===== config.mk =====
export PLATFORM = sky130hd
export DESIGN_NAME = serial_word_bridge
export DESIGN_NICKNAME = d
export VERILOG_FILES = /design/src/rtl/serial_bridge_pkg.sv /design/src/rtl/serial_word_bridge_fifo.sv /design/src/rtl/serial_word_bridge.sv
export SDC_FILE = /design/constraint.sdc
export NUM_CORES = 1
export LEC_CHECK = 0
export ABC_AREA = 1
export CAP_MARGIN = 20
export CORE_MARGIN = 2
export CORE_UTILIZATION = 56
export CTS_CLUSTER_SIZE = 10
export DETAILED_ROUTE_END_ITERATION = 16
export GPL_ROUTABILITY_DRIVEN = 0
export PLACE_DENSITY_LB_ADDON = 0.08
export SKIP_CTS_REPAIR_TIMING = 1
export SLEW_MARGIN = 20
export SYNTH_ARGS = -nofsm -noshare
export SYNTH_HDL_FRONTEND = slang
export SYNTH_HIERARCHICAL = 1
export SYNTH_SLANG_ARGS = --single-unit

===== constraint.sdc =====
create_clock -name CLK -period 3.5 [get_ports CLK]
set_clock_uncertainty 0.1 [all_clocks]
set_input_delay 0.7 -clock CLK [delete_from_list [all_inputs] [get_ports CLK]]
set_output_delay 0.7 -clock CLK [all_outputs]
set_load 0.005 [all_outputs]

===== src/rtl/serial_bridge_pkg.sv =====
// Shared widths and serializer state encoding for the serial word bridge.
package serial_bridge_pkg;

   localparam int unsigned BYTE_W         = 8;
   localparam int unsigned WORD_W         = 32;
   localparam int unsigned BYTES_PER_WORD = 4;

   typedef enum logic {
      SER_IDLE = 1'b0,
      SER_SEND = 1'b1
   } ser_state_e;

   // Byte lane idx of a word, lane 0 being the least significant byte.
   function automatic logic [BYTE_W-1:0] word_byte(input logic [WORD_W-1:0] w,
                                                   input logic [1:0]        idx);
      return w[BYTE_W*idx +: BYTE_W];
   endfunction

endpackage


===== src/rtl/serial_word_bridge_fifo.sv =====
// Small synchronous word FIFO with full/empty flags; head reads as zero when empty.
module word_fifo #(
   parameter int unsigned DEPTH = 4,
   parameter int unsigned WIDTH = 32
) (
   input  logic             clk,
   input  logic             rst_n,
   input  logic             push,
   input  logic [WIDTH-1:0] push_data,
   input  logic             pop,
   output logic [WIDTH-1:0] head,
   output logic             full,
   output logic             empty
);

   localparam int unsigned AW = $clog2(DEPTH);
   localparam int unsigned CW = $clog2(DEPTH + 1);

   logic [WIDTH-1:0] mem_q [DEPTH];
   logic [WIDTH-1:0] mem_d [DEPTH];
   logic [AW-1:0]    wr_ptr_q, wr_ptr_d;
   logic [AW-1:0]    rd_ptr_q, rd_ptr_d;
   logic [CW-1:0]    cnt_q, cnt_d;
   logic             do_push, do_pop;

   assign full    = (cnt_q == CW'(DEPTH));
   assign empty   = (cnt_q == '0);
   assign do_push = push && !full;
   assign do_pop  = pop && !empty;
   assign head    = empty ? '0 : mem_q[rd_ptr_q];

   always_comb begin
      mem_d    = mem_q;
      wr_ptr_d = wr_ptr_q;
      rd_ptr_d = rd_ptr_q;
      cnt_d    = cnt_q;
      if (do_push) begin
         mem_d[wr_ptr_q] = push_data;
         wr_ptr_d        = wr_ptr_q + 1'b1;
      end
      if (do_pop) begin
         rd_ptr_d = rd_ptr_q + 1'b1;
      end
      case ({do_push, do_pop})
         2'b10:   cnt_d = cnt_q + 1'b1;
         2'b01:   cnt_d = cnt_q - 1'b1;
         default: cnt_d = cnt_q;
      endcase
   end

   always_ff @(posedge clk) begin
      if (!rst_n) begin
         wr_ptr_q <= '0;
         rd_ptr_q <= '0;
         cnt_q    <= '0;
      end else begin
         wr_ptr_q <= wr_ptr_d;
         rd_ptr_q <= rd_ptr_d;
         cnt_q    <= cnt_d;
      end
   end

   // Storage needs no reset: empty masks the head and pointers restart at zero.
   always_ff @(posedge clk) begin
      mem_q <= mem_d;
   end

endmodule


===== src/rtl/serial_word_bridge.sv =====
// Packs host bytes into 32-bit words for the feeder and serializes feeder words
// back into bytes, little-endian in both directions.
module serial_word_bridge
   import serial_bridge_pkg::*;
#(
   parameter int unsigned UP_FIFO_DEPTH = 4,
   parameter int unsigned CNT_WIDTH     = 16
) (
   input  logic                 CLK,
   input  logic                 RST,
   input  logic [BYTE_W-1:0]    byteIn_put,
   input  logic                 EN_byteIn_put,
   output logic                 RDY_byteIn_put,
   output logic [BYTE_W-1:0]    byteOut_get,
   input  logic                 EN_byteOut_get,
   output logic                 RDY_byteOut_get,
   output logic [WORD_W-1:0]    msgToFeeder_data,
   output logic                 msgToFeeder_en,
   input  logic                 msgToFeeder_rdy,
   input  logic [WORD_W-1:0]    msgFromFeeder_data,
   output logic                 msgFromFeeder_en,
   input  logic                 msgFromFeeder_rdy,
   output logic                 errOverflow,
   output logic [CNT_WIDTH-1:0] wordsUp,
   output logic [CNT_WIDTH-1:0] wordsDown
);

   localparam logic [1:0] LAST_BYTE = 2'(BYTES_PER_WORD - 1);

   logic [1:0]                 pk_cnt_q, pk_cnt_d;
   logic [WORD_W-BYTE_W-1:0]   pk_part_q, pk_part_d;
   logic                       err_q, err_d;
   logic                       fifo_push, fifo_full, fifo_empty;
   logic [WORD_W-1:0]          fifo_head;
   logic                       up_en, dn_en;
   ser_state_e                 ser_state_q, ser_state_d;
   logic [1:0]                 ser_idx_q, ser_idx_d;
   logic [WORD_W-1:0]          ser_word_q, ser_word_d;
   logic [CNT_WIDTH-1:0]       up_cnt_q, up_cnt_d;
   logic [CNT_WIDTH-1:0]       dn_cnt_q, dn_cnt_d;

   // Ready depends on registered state only, never on an input.
   assign RDY_byteIn_put  = (pk_cnt_q != LAST_BYTE) || !fifo_full;
   assign RDY_byteOut_get = (ser_state_q == SER_SEND);
   assign byteOut_get     = RDY_byteOut_get ? word_byte(ser_word_q, ser_idx_q) : '0;

   assign up_en            = RST && !fifo_empty && msgToFeeder_rdy;
   assign msgToFeeder_en   = up_en;
   assign msgToFeeder_data = fifo_head;
   assign msgFromFeeder_en = dn_en;
   assign errOverflow      = err_q;
   assign wordsUp          = up_cnt_q;
   assign wordsDown        = dn_cnt_q;

   word_fifo #(
      .DEPTH (UP_FIFO_DEPTH),
      .WIDTH (WORD_W)
   ) u_up_fifo (
      .clk       (CLK),
      .rst_n     (RST),
      .push      (fifo_push),
      .push_data ({byteIn_put, pk_part_q}),
      .pop       (up_en),
      .head      (fifo_head),
      .full      (fifo_full),
      .empty     (fifo_empty)
   );

   always_comb begin
      pk_cnt_d  = pk_cnt_q;
      pk_part_d = pk_part_q;
      err_d     = err_q;
      fifo_push = 1'b0;
      if (EN_byteIn_put) begin
         if (!RDY_byteIn_put) begin
            err_d = 1'b1;
         end else if (pk_cnt_q == LAST_BYTE) begin
            fifo_push = 1'b1;
            pk_cnt_d  = '0;
         end else begin
            pk_part_d[BYTE_W*pk_cnt_q +: BYTE_W] = byteIn_put;
            pk_cnt_d = pk_cnt_q + 2'd1;
         end
      end
   end

   always_comb begin
      ser_state_d = ser_state_q;
      ser_idx_d   = ser_idx_q;
      ser_word_d  = ser_word_q;
      dn_en       = 1'b0;
      case (ser_state_q)
         SER_IDLE: begin
            dn_en = RST && msgFromFeeder_rdy;
            if (dn_en) begin
               ser_word_d  = msgFromFeeder_data;
               ser_idx_d   = '0;
               ser_state_d = SER_SEND;
            end
         end
         SER_SEND: begin
            if (EN_byteOut_get) begin
               ser_idx_d = ser_idx_q + 2'd1;
               if (ser_idx_q == LAST_BYTE) begin
                  ser_state_d = SER_IDLE;
               end
            end
         end
         default: ser_state_d = SER_IDLE;
      endcase
   end

   always_comb begin
      up_cnt_d = (up_en && (up_cnt_q != '1)) ? up_cnt_q + 1'b1 : up_cnt_q;
      dn_cnt_d = (dn_en && (dn_cnt_q != '1)) ? dn_cnt_q + 1'b1 : dn_cnt_q;
   end

   always_ff @(posedge CLK) begin
      if (!RST) begin
         pk_cnt_q    <= '0;
         pk_part_q   <= '0;
         err_q       <= 1'b0;
         ser_state_q <= SER_IDLE;
         ser_idx_q   <= '0;
         ser_word_q  <= '0;
         up_cnt_q    <= '0;
         dn_cnt_q    <= '0;
      end else begin
         pk_cnt_q    <= pk_cnt_d;
         pk_part_q   <= pk_part_d;
         err_q       <= err_d;
         ser_state_q <= ser_state_d;
         ser_idx_q   <= ser_idx_d;
         ser_word_q  <= ser_word_d;
         up_cnt_q    <= up_cnt_d;
         dn_cnt_q    <= dn_cnt_d;
      end
   end

endmodule


==> metrics.txt <==
H-Tree Depth 1; Switching Share 21.5%; post-route minimum period 3.27 ns; post-synthesis area per instance 9.11 um2; Comb pwr share 5.3%; Hold Vio Cnt, Final 0; Synth cell types 35; Layout fillers 1,399; Post-synth EDFFs 128; CTS tree yes; Final Hold Slack 0.353 ns; PwrDens 461 nW/um2; number of port buffers 122; Slew Viols, Final 0; yosys warns 6; Rel. slew slack 56.0%; total CTS buffers 26; Setup Total Neg Slack 0 ns; startpoint types register; Psw 1200 uW; crit path DAT 2.47 ns; Core Area 17,400 um2; Setup violations, final 0; Total GRT Usage 23.9%; Critical Path End Type primary output; Clock Path Buffers 3; later-pin clock latency in the skew report 0.53 ns; dominant synthesized flop cell edfxtp_1; Seq/Total Area, Yosys 58.7%; layout cells sized above 1 6.97%; Cell Chain, Critical Path inv_2 > buf_4 > o21ai_0 > a21oi_1 > clkdlybuf4s50_1; Synth area leaders edfxtp_1 (38%), dfxtp_1 (20%), nor2_1 (8.5%); GRT overflow 0; routed len/inst 15.5 um; CP Class reg -> out; CP peak stage delay 0.52 ns; routed vias/inst 5.38; cell taking the most area after synthesis edfxtp_1; mapped cell area 9990 um2; Initial Util 57.6%; status finished, final reports clean; placed wire-length estimate 14,300 um; static leakage 0.00448 uW; DR iter-0 viols 467; Least-Margin Pin Slew 0.660 ns; chip width 138 um; ANT nets after route 0; clk sinks 229; final wirelength 22,600 um; DR vias 7,843; Die Area 18,900 um2; drt first pass iters 5; clk root buf clkbuf_16; FP Rows 48; first-pass GRT wire length 35,700 um; most common cell in the netlist nor2_1; Hold WC Path Type reg -> reg; CP max FO 36; Nets 1,278; Async SR Flop Fraction 0%; Ports 123; antenna violations before repair 0; internal power 4370 uW; post-synth top area share 38.5%; Syn-to-layout area delta 21.0%; detailed-route DRC error count 0; Max VDD drop 0.342 mV; CP max-delay cell clkdlybuf4s50_1; period utilisation layout 93.5%; Syn Inst Count 1,097; Syn Nets 1,158; Clock Pin Slew Worst Setup and Hold Paths 0.05 ns; MaxCap Viol Count 0; clock power share 42.8%; Yosys reg bits 229; RSZ-0062 raised after global routing false; vias in the first global route 7,074; die height 138 um; Synth top cells by count nor2_1 (225), nand2_1 (158), edfxtp_1 (128), a21oi_1 (126), dfxtp_1 (101); largest net degree at the start of global routing 68; Ant. Diodes 0; Crit path required time 2.70 ns; fmax 305 MHz; sequential share of power 51.8%
[power by group through the flow]
stage                     sequential [uW]  clock (uW)  combinational, uW
after global placement               2940           0                291
after detailed placement             2940           0                295
after global routing                 2890        2540                330
after floorplan                      2940           0                162
after CTS                            2890        2420                298
final                                2890        2390                297
[logic make-up after synthesis]
family | share of synthesized area (%)
adders and majority gates | 1.95
buffers and inverters | 5.95
and+or+nand+nor | 21.8
AOI/OAI and AO/OA | 11.7
DFF | 58.7
[cell usage in the layout (no fill, tap or decap), types with 18 or more instances in the layout]
cell type,n
clkbuf_1,18
a21oi_1,126
inv_1,61
o21ai_0,82
buf_4,21
edfxtp_1,128
nor2_1,221
o21ai_1,22
nand2_1,158
clkdlybuf4s50_1,121
nand3_1,69
dfxtp_1,100
clkbuf_16,26
[final cells by class]
class / count / area, um2 / share of cell area [%]
flip-flops and latches: 229 / 5870 / 48.5
multi-input cells: 747 / 3540 / 29.3
clock buffers: 44 / 718 / 5.94
repair buffers: 145 / 1410 / 11.6
clock inverters: 1 / 16.3 / 0.135
inverters: 68 / 258 / 2.13
well taps: 225 / 282 / 2.33
[state kept, by name, indices dropped and copies added, names as in the netlist, 2 cells and up]
signal,count
pk_cnt_q,2
pk_part_q,24
ser_idx_q,2
ser_word_q,32
u_up_fifo/cnt_q,3
u_up_fifo/mem_q,128
u_up_fifo/rd_ptr_q,2
u_up_fifo/wr_ptr_q,2
wordsDown,16
wordsUp,16
[stage by stage]
step	power [uW]	util, %	worst slack [ns]	cell area, um2	instances
after floorplan	3100	-	0.565	9990	1097
after global routing	5760	69.7	0.0868	12100	1459
after CTS	5600	69.6	0.113	12100	1459
after global placement	3230	65.4	0.640	11300	1414
final	5570	69.7	0.227	12100	1459
after detailed placement	3240	65.4	0.630	11300	1414
[critical path, delay by kind of cell (launching register included)]
kind	cells	cell delay [ns]
flops	1	0.32
compound gates	2	0.30
buf+inv	3	1.33
[path summary, 6_finish.rpt]
path,cells past startpoint,endpoint,slack (ns),start
max reg2reg,8,u_up_fifo/cnt_q[1]$_SDFFE_PN0P_,1.15,pk_cnt_q[0]$_SDFFE_PN0P_
max,5,msgToFeeder_data[4],0.23,u_up_fifo/rd_ptr_q[0]$_SDFFE_PN0P_
min reg2reg,2,ser_word_q[12]$_SDFFE_PN0P_,0.35,ser_word_q[12]$_SDFFE_PN0P_
min,2,ser_word_q[12]$_SDFFE_PN0P_,0.35,ser_word_q[12]$_SDFFE_PN0P_
[routing by layer]
metal	routed length [um]	GRT usage (%)	vias up	part of all wire [%]
met5	0	0	-	0
met1	9940	32.3	3631	44
met3	1370	3.50	27	6.1
met4	323	6.76	0	1.4
li1	-	-	3950	-
met2	11000	40.5	235	48
Note: power is estimated with default switching activity, not from simulation.
